--- config.mk ---
export PLATFORM = sky130hd
export DESIGN_NAME = tx_cache_uart_sender
export DESIGN_NICKNAME = d
export VERILOG_FILES = /design/src/rtl/tx_sender_pkg.sv /design/src/rtl/tx_cache_uart_sender_uart.sv /design/src/rtl/tx_cache_uart_sender.sv
export SDC_FILE = /design/constraint.sdc
export NUM_CORES = 1
export LEC_CHECK = 0
export BUFFER_PORTS_ARGS = -buffer_cell sky130_fd_sc_hd__buf_2
export CORE_MARGIN = 5
export CORE_UTILIZATION = 62
export DETAILED_ROUTE_END_ITERATION = 10
export GPL_TIMING_DRIVEN = 0
export PLACE_DENSITY = 0.8
export SLEW_MARGIN = 0
export SYNTH_ARGS = -nofsm -noshare
export SYNTH_HDL_FRONTEND = slang
export SYNTH_SLANG_ARGS = --single-unit
--- constraint.sdc ---
create_clock -name CLK_40M -period 2.39 [get_ports CLK_40M]
set_input_delay 0.478 -clock CLK_40M [delete_from_list [all_inputs] [get_ports CLK_40M]]
set_output_delay 0.478 -clock CLK_40M [all_outputs]
set_load 0.005 [all_outputs]
--- src/rtl/tx_sender_pkg.sv ---
// Shared types and framing constants for the TX cache UART sender.
package tx_sender_pkg;

  // Frame sequencing states
  typedef enum logic [2:0] {
    IDLE,
    HEAD,
    FETCH,
    WAITQ,
    SEND,
    TAIL
  } tx_state_t;

  // Frame header and trailer bytes
  localparam logic [7:0] HDR0 = 8'h01;
  localparam logic [7:0] HDR1 = 8'hFE;
  localparam logic [7:0] TRL0 = 8'hFE;
  localparam logic [7:0] TRL1 = 8'h01;

  // Selects the fixed framing byte for the header (is_tail = 0) or trailer (is_tail = 1)
  function automatic logic [7:0] frame_const(input logic is_tail, input logic idx);
    if (!is_tail) return idx ? HDR1 : HDR0;
    else          return idx ? TRL1 : TRL0;
  endfunction

endpackage

--- src/rtl/tx_cache_uart_sender_uart.sv ---
// 8N1 UART byte transmitter: start bit, D0..D7 LSB first, stop bit,
// each bit held for CLKS_PER_BIT clocks. done pulses during the last
// clock of the stop bit so a new byte can be started on the next cycle.
module uart_tx_byte #(
  parameter int CLKS_PER_BIT = 347
) (
  input  logic       clk,
  input  logic       rst_n,
  input  logic       start,
  input  logic [7:0] data,
  output logic       txd,
  output logic       busy,
  output logic       done
);

  localparam logic [15:0] LAST_CLK = 16'(CLKS_PER_BIT - 1);

  logic        r_txd;
  logic        r_busy;
  logic [15:0] r_clk_cnt;
  logic [3:0]  r_bit_idx;   // 0 = start, 1..8 = data, 9 = stop
  logic [7:0]  r_shift;
  logic        w_bit_end;

  assign w_bit_end = r_busy && (r_clk_cnt == LAST_CLK);
  assign done      = w_bit_end && (r_bit_idx == 4'd9);
  assign txd       = r_txd;
  assign busy      = r_busy;

  // Bit timer and shift register; the line is registered so it never glitches
  always_ff @(posedge clk or negedge rst_n) begin
    if (!rst_n) begin
      r_txd     <= 1'b1;
      r_busy    <= 1'b0;
      r_clk_cnt <= '0;
      r_bit_idx <= '0;
      r_shift   <= '0;
    end else if (!r_busy) begin
      if (start) begin
        r_busy    <= 1'b1;
        r_txd     <= 1'b0;
        r_shift   <= data;
        r_bit_idx <= '0;
        r_clk_cnt <= '0;
      end
    end else if (!w_bit_end) begin
      r_clk_cnt <= r_clk_cnt + 16'd1;
    end else begin
      r_clk_cnt <= '0;
      if (r_bit_idx == 4'd9) begin
        r_busy <= 1'b0;
        r_txd  <= 1'b1;
      end else begin
        r_bit_idx <= r_bit_idx + 4'd1;
        if (r_bit_idx == 4'd8) begin
          r_txd <= 1'b1;
        end else begin
          r_txd   <= r_shift[0];
          r_shift <= {1'b0, r_shift[7:1]};
        end
      end
    end
  end

endmodule

--- src/rtl/tx_cache_uart_sender.sv ---
// Drains the TX cache FIFO filled by the frame reader and streams each
// frame over UART as 01 FE <payload> FE 01. A frame is armed by the
// falling edge of RD_FRAME (reader starting a frame).
module tx_cache_uart_sender
  import tx_sender_pkg::*;
#(
  parameter int FRAME_BYTES  = 145600,
  parameter int CLKS_PER_BIT = 347
) (
  input  logic       CLK_40M,
  input  logic       RST_N,
  input  logic       RD_FRAME,
  input  logic       TX_CACHE_RDEMPTY,
  input  logic [7:0] TX_CACHE_Q,
  output logic       TX_CACHE_RDCLK,
  output logic       TX_CACHE_RDREQ,
  output logic       UART_TXD,
  output logic       TX_BUSY,
  output logic       FRAME_SENT,
  output logic       OVERRUN
);

  localparam logic [31:0] FRAME_BYTES_32 = 32'(FRAME_BYTES);

  tx_state_t   r_state;
  logic        r_rd_q1;
  logic        r_rd_q2;
  logic        r_hdr_idx;
  logic        r_issued;     // current HEAD/TAIL byte already handed to the UART
  logic        r_wait_ph;    // WAITQ: 0 = RDREQ cycle, 1 = Q valid
  logic [31:0] r_byte_cnt;
  logic        r_rdreq;
  logic        r_busy;
  logic        r_frame_sent;
  logic        r_overrun;

  logic        w_arm;
  logic        w_start;
  logic [7:0]  w_data;
  logic        w_uart_busy;
  logic        w_done;

  // Synchroniser registers reset low so a reader already mid-frame at
  // reset release does not produce a spurious arm.
  assign w_arm = r_rd_q2 & ~r_rd_q1;

  assign TX_CACHE_RDCLK = CLK_40M;
  assign TX_CACHE_RDREQ = r_rdreq;
  assign TX_BUSY        = r_busy;
  assign FRAME_SENT     = r_frame_sent;
  assign OVERRUN        = r_overrun;

  // Byte launch: framing constants in HEAD/TAIL, FIFO data straight from Q
  // in the second WAITQ cycle (the UART latches it, giving RDREQ -> start = 2 cycles)
  always_comb begin
    w_start = 1'b0;
    w_data  = 8'h00;
    case (r_state)
      HEAD: begin
        w_start = !r_issued && !w_uart_busy;
        w_data  = frame_const(1'b0, r_hdr_idx);
      end
      TAIL: begin
        w_start = !r_issued && !w_uart_busy;
        w_data  = frame_const(1'b1, r_hdr_idx);
      end
      WAITQ: begin
        w_start = r_wait_ph;
        w_data  = TX_CACHE_Q;
      end
      default: ;
    endcase
  end

  uart_tx_byte #(
    .CLKS_PER_BIT(CLKS_PER_BIT)
  ) u_uart (
    .clk   (CLK_40M),
    .rst_n (RST_N),
    .start (w_start),
    .data  (w_data),
    .txd   (UART_TXD),
    .busy  (w_uart_busy),
    .done  (w_done)
  );

  // Frame sequencer with synchroniser, byte counter and status flags
  always_ff @(posedge CLK_40M or negedge RST_N) begin
    if (!RST_N) begin
      r_state      <= IDLE;
      r_rd_q1      <= 1'b0;
      r_rd_q2      <= 1'b0;
      r_hdr_idx    <= 1'b0;
      r_issued     <= 1'b0;
      r_wait_ph    <= 1'b0;
      r_byte_cnt   <= '0;
      r_rdreq      <= 1'b0;
      r_busy       <= 1'b0;
      r_frame_sent <= 1'b0;
      r_overrun    <= 1'b0;
    end else begin
      r_rd_q1      <= RD_FRAME;
      r_rd_q2      <= r_rd_q1;
      r_rdreq      <= 1'b0;
      r_frame_sent <= 1'b0;
      if (w_arm && (r_state != IDLE)) r_overrun <= 1'b1;

      case (r_state)
        IDLE: begin
          if (w_arm) begin
            r_state    <= HEAD;
            r_busy     <= 1'b1;
            r_byte_cnt <= '0;
            r_hdr_idx  <= 1'b0;
            r_issued   <= 1'b0;
          end
        end
        HEAD: begin
          if (w_start) begin
            r_issued <= 1'b1;
          end else if (r_issued && w_done) begin
            r_issued <= 1'b0;
            if (r_hdr_idx) r_state   <= FETCH;
            else           r_hdr_idx <= 1'b1;
          end
        end
        FETCH: begin
          if (r_byte_cnt == FRAME_BYTES_32) begin
            r_state   <= TAIL;
            r_hdr_idx <= 1'b0;
            r_issued  <= 1'b0;
          end else if (!TX_CACHE_RDEMPTY) begin
            r_rdreq   <= 1'b1;
            r_wait_ph <= 1'b0;
            r_state   <= WAITQ;
          end
        end
        WAITQ: begin
          if (!r_wait_ph) r_wait_ph <= 1'b1;
          else            r_state   <= SEND;
        end
        SEND: begin
          if (w_done) begin
            r_byte_cnt <= r_byte_cnt + 32'd1;
            r_state    <= FETCH;
          end
        end
        TAIL: begin
          if (w_start) begin
            r_issued <= 1'b1;
          end else if (r_issued && w_done) begin
            r_issued <= 1'b0;
            if (r_hdr_idx) begin
              r_frame_sent <= 1'b1;
              r_busy       <= 1'b0;
              r_state      <= IDLE;
            end else begin
              r_hdr_idx <= 1'b1;
            end
          end
        end
        default: r_state <= IDLE;
      endcase
    end
  end

endmodule

Word-level counts from Yosys, hierarchy flattened. Index checks and enable logic that the tools add are counted.

Register bits after elaboration: 74. Input port bits: 12. Word-level logic and storage cells: 136.

$add $sub $neg: 3. Eq/ne operators: 28. Muxes and demuxes: 63. Bitwise gates (word level): 2. Reductions and logical operators: 24.

Operators by type and width (count): 32-bit 2-to-1 mux (2); 32-bit case mux with 2 select lines (1); 8-bit 2-to-1 mux (7); 16-bit 2-to-1 mux (3); 3-bit 2-to-1 mux (11); 32-bit by 1-bit adder with 32-bit output (second input constant) (1); 32-bit by 18-bit == test with 1-bit output (second input constant) (1); 2-bit != test (second input constant) (16); 1-bit 2-to-1 mux (28); 8-bit case mux with 3 select lines (1); 3-bit case mux with 6 select lines (1); 16-bit by 1-bit adder with 16-bit output (second input constant) (1); 16-bit by 9-bit == test with 1-bit output (second input constant) (1); 4-bit 2-to-1 mux (4); 10-bit AND reduction (1); 5-bit AND reduction (2); 3-bit AND reduction (3); 4-bit == test (second input constant) (2); 4-bit AND reduction (2); 2-bit nonzero test (4); 3-bit by 2-bit == test with 1-bit output (second input constant) (2); 3-bit == test (second input constant) (2); 1-bit case mux with 2 select lines (3); 1-bit case mux with 3 select lines (2); 13 further kinds (19).

Logic depth before layout (Yosys ltp). Gate-level depths: netlist of run 1.

Depth in word-level cells: 7. Gate-level depth with buffers: 10.

Modules after synthesis. A second synthesis of run 1 with hierarchy kept.

Cell total of the unflattened synthesis: 490. Area, all modules: 4473.0 um2.

Modules (own cells, without submodules): tx_cache_uart_sender (times used 1, cells each 293, area each 2608.8 um2, seq. area each 1101.1 um2); uart_tx_byte (times used 1, cells each 197, area each 1864.3 um2, seq. area each 752.0 um2).

==> qor.yml, run 1 <==
global_route:
  grt_usage_pct: 24.3
  grt_antenna_before_repair: 0
  grt_pass1_vias: 3662
  globalRoute.totalOverflow: 0
  grt_max_degree: 51
  grt_pass1_wl_um: 16900
power_and_ir_drop:
  peakVddDrop_mv: 0.449
  leakage_nw: 1.91
  p_per_area_nw_per_um2: 519
synthesis:
  ys.flop_type: "dfrtp_1"
  yosysWarnings: 0
  yosysUniqueCellTypes: 58
  yosysSeqAreaShare_pct: 43.3
  avgSynthCellArea_um2: 8.91
  netlist_area_um2: 4280
  postSynthRegisterBits: 74
  synth_nets: 499
  async_flop_share_pct: 100
  netlist_instances: 480
  synth_edf_count: 0
drt:
  drt-initial-drc-count: 261
  firstDrtPassIters: 5
  vias_per_cell: 6.51
  wire_per_inst_um: 16.8
  antenna_left: 0
  num_vias: 3887
  wl_um: 10000
  drc: 0
clock_tree:
  clkLatencyLatePin_ps: 460
  cts.clk_slew.worst_paths_ps: 80
  cts_tree: "yes"
  cts_setup_buffers: 0
floorplan:
  core_area_um2: 6760
  die_h_um: 93.0
  fp-row-count: 30
  start_util_pct: 63.3
  io_pins: 18
  dieArea_um2: 8660
  die_width_um: 93.0
critical_path:
  worstPathCellList: "inv_1 -> ha_1 -> and3b_1 -> a31oi_4 -> buf_6 -> or4_1 -> a21oi_1"
  cp.depth: 7
  crit_slowest_cell: "or4_1"
  cp-end-kind: "flip-flop"
  critPathRequiredTime_ps: 2750
  crit_buf_inv: 2
  arrival_ps: 2620
  r2r_cells: 7
  cp-start-kind: "flip-flop"
  cp_max_fo: 10
  crit_path_max_incr_delay_ps: 510
  crit_type: "reg2reg"
  critical_path.top_delay_family: "simple AND/OR/NAND/NOR gates"
layout:
  fillerInstances: 507
  design_area_um2: 4770
  antennaDiodeCount: 0
  final_common_cell: "dfrtp_1"
  drive_above_1_share_pct: 12.4
  nets: 531
  area_growth_pct: 11.5
  layout_common_cells: "dfrtp_1 (73), o21ai_0 (51), nand2_1 (47)"
sta:
  tightest_slew_ps: 610
  max_freq_ghz: 0.443
  clock_skew_ps: 16.6
  min_period_ps: 2260
  setup_viol: 0
  timing.final.crit_share_pct: 94.4
  drv_slew: 0
  hold_violations: 0
  rsz0062_at_grt: "no"
  relSlewSlack_pct: 59.1
  finalSetupTns_ps: 0
hold_path:
  holdCritPathClass: "in2reg"
  worst_hold_path.num_cells: 1
status:
  status: "complete, no violations"
placed_design:
  dp_hpwl_um: 6980
  gp_congestion: 0.904
  placed_area_um2: 4490
  io_buffer_count: 17
run:
  maxCapViolations: 0
path summary, 6_finish.rpt:
path                                startpoint                   to  slack, ps
max                        u_uart.r_bit_idx[1]       r_byte_cnt[28]        130
min                                   RD_FRAME              r_rd_q1        140
max reg2reg                u_uart.r_bit_idx[1]       r_byte_cnt[28]        130
min reg2reg                            r_rd_q1              r_rd_q2        370
max in group asynchronous                RST_N  u_uart.r_clk_cnt[2]       1370
min in group asynchronous                RST_N       r_byte_cnt[17]        460
routing by layer:
metal | share of wire (%) | global-route usage [%] | routed length [µm] | vias to the layer above
met5 | 0 | 0 | 0 | -
met4 | 1.5 | 10.4 | 152 | 0
met3 | 5.8 | 3.46 | 579 | 13
met1 | 48 | 35.2 | 4770 | 1879
li1 | - | - | - | 1867
met2 | 45 | 36.7 | 4510 | 128
Yosys cell counts, drive strengths merged, types with 14 or more instances:
library cell | count | area (µm²)
a21oi | 47 | 235
buf | 14 | 83.8
clkbuf | 17 | 63.8
dfrtp | 73 | 1830
inv | 15 | 56.3
nand2 | 47 | 176
nand3 | 23 | 115
nand4 | 15 | 109
nor2 | 20 | 82.6
o21ai | 51 | 255
o31ai | 17 | 128
or3 | 19 | 119
or4 | 18 | 135
worst reg2reg max path, stage by stage, from the launching register on:
cell	delay, ps
dfrtp_1	410
inv_1	100
ha_1	200
and3b_1	350
a31oi_4	210
buf_6	190
or4_1	510
a21oi_1	190
per-stage QoR:
step	hold slack [ps]	instances	setup slack (ps)	utilization, %	total power [mW]
finish	136	597	133	70.6	2.47
global route	130	597	7.87	70.6	2.55
CTS	125	598	10.5	70.2	2.49
detailed placement	360	578	20.6	66.5	1.38
global placement	355	577	108	66.0	1.37
floorplan	182	480	383	-	1.32
area by class of cell:
| type | count | area, µm² | share of cell area (%) |
|---|---|---|---|
| Clock buffer | 17 | 205 | 4.30 |
| Multi-Input combinational cell | 360 | 2240 | 47.1 |
| Timing Repair Buffer | 18 | 120 | 2.52 |
| Buffer | 30 | 148 | 3.10 |
| Inverter | 15 | 56.3 | 1.18 |
| Clock inverter | 3 | 40.0 | 0.840 |
| Tap cell | 80 | 100 | 2.10 |
| Sequential cell | 74 | 1850 | 38.9 |
report_power, final:
part           switching, mW  internal (mW)  total [mW]
Sequential          0.000540           1.25        1.25
Clock                  0.488          0.675        1.16
Combinational         0.0414         0.0174      0.0588
Total                  0.530           1.94        2.47
what timing repair did:
| item | CTS | global route |
|---|---|---|
| pin swaps | 0 | 0 |
| hold endpoints to repair | 23 | 0 |
| hold buffers | 1 | 0 |
| gates resized for setup | 1 | 6 |
| endpoints found under the setup margin | 1 | 35 |
kinds of logic after synthesis:
logic type      synth area share [%]
compound gates                  21.1
xor+xnor                       0.615
flops                           43.3
buf+inv                         4.77
fa+ha+maj                       2.05
simple gates                    27.0
mux                             1.20
flip-flops by register name, indices dropped and copies added (netlist names):
register,flops
u_uart.r_shift,8
r_wait_ph,1
TX_CACHE_RDREQ,1
r_issued,1
r_byte_cnt,32
r_rd_q2,1
r_hdr_idx,1
u_uart.busy,1
OVERRUN,1
FRAME_SENT,1
u_uart.r_bit_idx,4
u_uart.r_clk_cnt,16
r_rd_q1,1
u_uart.txd,1
TX_BUSY,1
r_state,3
Power figures use the tool's default switching activity.
==> run 2, diff against run 1 <==
PLACE_DENSITY = default   (was 0.8)
PLACE_DENSITY_LB_ADDON = 0.25   (was default)
==> qor.yml, run 2 (same netlist as run 1, synthesis figures left out) <==
status:
  status: "complete, no violations"  # unchanged
sta:
  setup_ws_ps: 174  # was 133 ps
  relSlewSlack_pct: 54.3  # was 59.1%
  tightest_slew_ps: 681  # was 610 ps
  max_freq_ghz: 0.451  # was 0.443 GHz
  setup_viol: 0  # unchanged
  hold_violations: 0  # unchanged
  drv_slew: 0  # unchanged
  rsz0062_at_grt: "no"  # unchanged
  timing.final.crit_share_pct: 92.7  # was 94.4%
  clock_skew_ps: 10.8  # was 16.6 ps
  min_period_ps: 2220  # was 2260 ps
  finalSetupTns_ps: 0  # unchanged
floorplan:
  dieArea_um2: 8660  # unchanged
  start_util_pct: 63.3  # unchanged
  io_pins: 18  # unchanged
  die_width_um: 93.0  # unchanged
  die_h_um: 93.0  # unchanged
  core_area_um2: 6760  # unchanged
  fp-row-count: 30  # unchanged
placed_design:
  placed_area_um2: 4480  # was 4490 µm²
  io_buffer_count: 17  # unchanged
  gp_congestion: 0.875  # was 0.904
  dp_hpwl_um: 7040  # was 6980 µm
  place_ws_ps: 26.7  # was 20.6 ps
power_and_ir_drop:
  total_power_mw: 2.43  # was 2.47 mW
  p_per_area_nw_per_um2: 512  # was 519 nW/µm²
  leakage_nw: 1.89  # was 1.91 nW
  peakVddDrop_mv: 0.429  # was 0.449 mV
hold_path:
  worst_hold_path.num_cells: 1  # unchanged
  worstHoldStart: "RD_FRAME"  # unchanged
  holdCritPathClass: "in2reg"  # unchanged
  min_to: "r_rd_q1"  # unchanged
drt:
  antenna_left: 0  # unchanged
  wl_um: 10100  # was 10000 µm
  num_vias: 3936  # was 3887
  wire_per_inst_um: 16.9  # was 16.8 µm
  drc: 0  # unchanged
  firstDrtPassIters: 5  # unchanged
  drt-initial-drc-count: 426  # was 261
  vias_per_cell: 6.59  # was 6.51
layout:
  largest_reg_flops: 32  # unchanged
  antennaDiodeCount: 0  # unchanged
  layout_common_cells: "dfrtp_1 (73), o21ai_0 (51), nand2_1 (47)"  # unchanged
  top_register: "r_byte_cnt"  # unchanged
  nets: 531  # unchanged
  largestRegisters: "r_byte_cnt: 32 flops, u_uart.r_clk_cnt: 16 flops, u_uart.r_shift: 8 flops"  # unchanged
  final_common_cell: "dfrtp_1"  # unchanged
  fillerInstances: 520  # was 507
  finish.utilization_pct: 70.2  # was 70.6%
  drive_above_1_share_pct: 12.6  # was 12.4%
  area_growth_pct: 11.0  # was 11.5%
  design_area_um2: 4740  # was 4770 µm²
global_route:
  grt_usage_pct: 25.1  # was 24.3%
  grt_pass1_wl_um: 17400  # was 16900 µm
  grt_antenna_before_repair: 0  # unchanged
  grt_pass1_vias: 3792  # was 3662
  grt_max_degree: 45  # was 51
  globalRoute.totalOverflow: 0  # unchanged
run:
  maxCapViolations: 0  # unchanged
critical_path:
  crit_buf_inv: 0  # was 2
  reg2reg_to: "r_byte_cnt[31]"  # was r_byte_cnt[28]
  cp-start-kind: "flip-flop"  # unchanged
  r2r_start: "r_byte_cnt[2]"  # was u_uart.r_bit_idx[1]
  critical_path.top_delay_family: "simple AND/OR/NAND/NOR gates"  # unchanged
  critPathRequiredTime_ps: 2770  # was 2750 ps
  r2r_cells: 5  # was 7
  cp-end-kind: "flip-flop"  # unchanged
  crit_path_max_incr_delay_ps: 650  # was 510 ps
  cp_max_fo: 9  # was 10
  crit_type: "reg2reg"  # unchanged
  crit_slowest_cell: "nor3_2"  # was or4_1
  worstPathCellList: "nand3_1 -> nor3_2 -> nand4_1 -> or4_1 -> a21oi_1"  # was inv_1 -> ha_1 -> and3b_1 -> a31oi_4 -> buf_6 -> or4_1 -> a21oi_1
  arrival_ps: 2590  # was 2620 ps
  r2r_slack_ps: 170  # was 130 ps
  cp.depth: 5  # was 7
clock_tree:
  cts_setup_buffers: 0  # unchanged
  cts.clk_slew.worst_paths_ps: 70  # was 80 ps
  clkLatencyLatePin_ps: 460  # about the same
  cts_tree: "yes"  # unchanged
## run 2: cell counts in the layout (fill, tap and decap cells not counted)
No cell type changed its count.
## run 2: worst max path at each step
stage / startpoint / end / slack [ps]
final: r_byte_cnt[2] / r_byte_cnt[31] / 170
after CTS: u_uart.r_bit_idx[1] / r_byte_cnt[28] / 70
after floorplan: u_uart.r_bit_idx[1] / r_byte_cnt[12] / 380
after detailed placement: u_uart.r_bit_idx[1] / r_byte_cnt[20] / 30
after global placement: u_uart.r_bit_idx[0] / r_byte_cnt[11] / 110
after global routing: r_byte_cnt[2] / r_byte_cnt[31] / 20
## run 2: per-stage QoR
step,hold WS (ps),instances
5_1_grt,118,597
6_report,130,597
4_1_cts,115,598
3_3_place_gp,356,577
3_5_place_dp,369,578
2_1_floorplan,182,480
## run 2: cell type report
class                      count  area [µm²]  area share, %
clock inverter                 3        40.0          0.844
buffer                        30         148           3.11
multi-input combinational    360        2240           47.2
inverter                      15        56.3           1.19
clock buffer                  17         195           4.11
tap                           80         100           2.11
timing repair buffer          18         113           2.37
sequential                    74        1850           39.1
## run 2: what timing repair did
item / in CTS / in global routing
hold endpoints to repair: 29 / 0
setup endpoints to repair: 2 / 31
cloned: 0 / 0
gates resized for setup: 1 / 6
hold buffers: 1 / 0
## run 2: power breakdown
group | internal (mW) | leakage [nW] | total (mW) | switching [mW]
Combinational | 0.0161 | 0.775 | 0.0567 | 0.0406
Sequential | 1.25 | 0.985 | 1.25 | 0.000652
Clock | 0.646 | 0.128 | 1.12 | 0.473
## run 2: layer usage
layer	vias up	track usage, %	wire length, µm
li1	1870	-	-
met1	1901	35.2	4610
met2	151	38.2	4720
met3	14	3.78	602
met4	0	11.8	154
met5	-	0	0
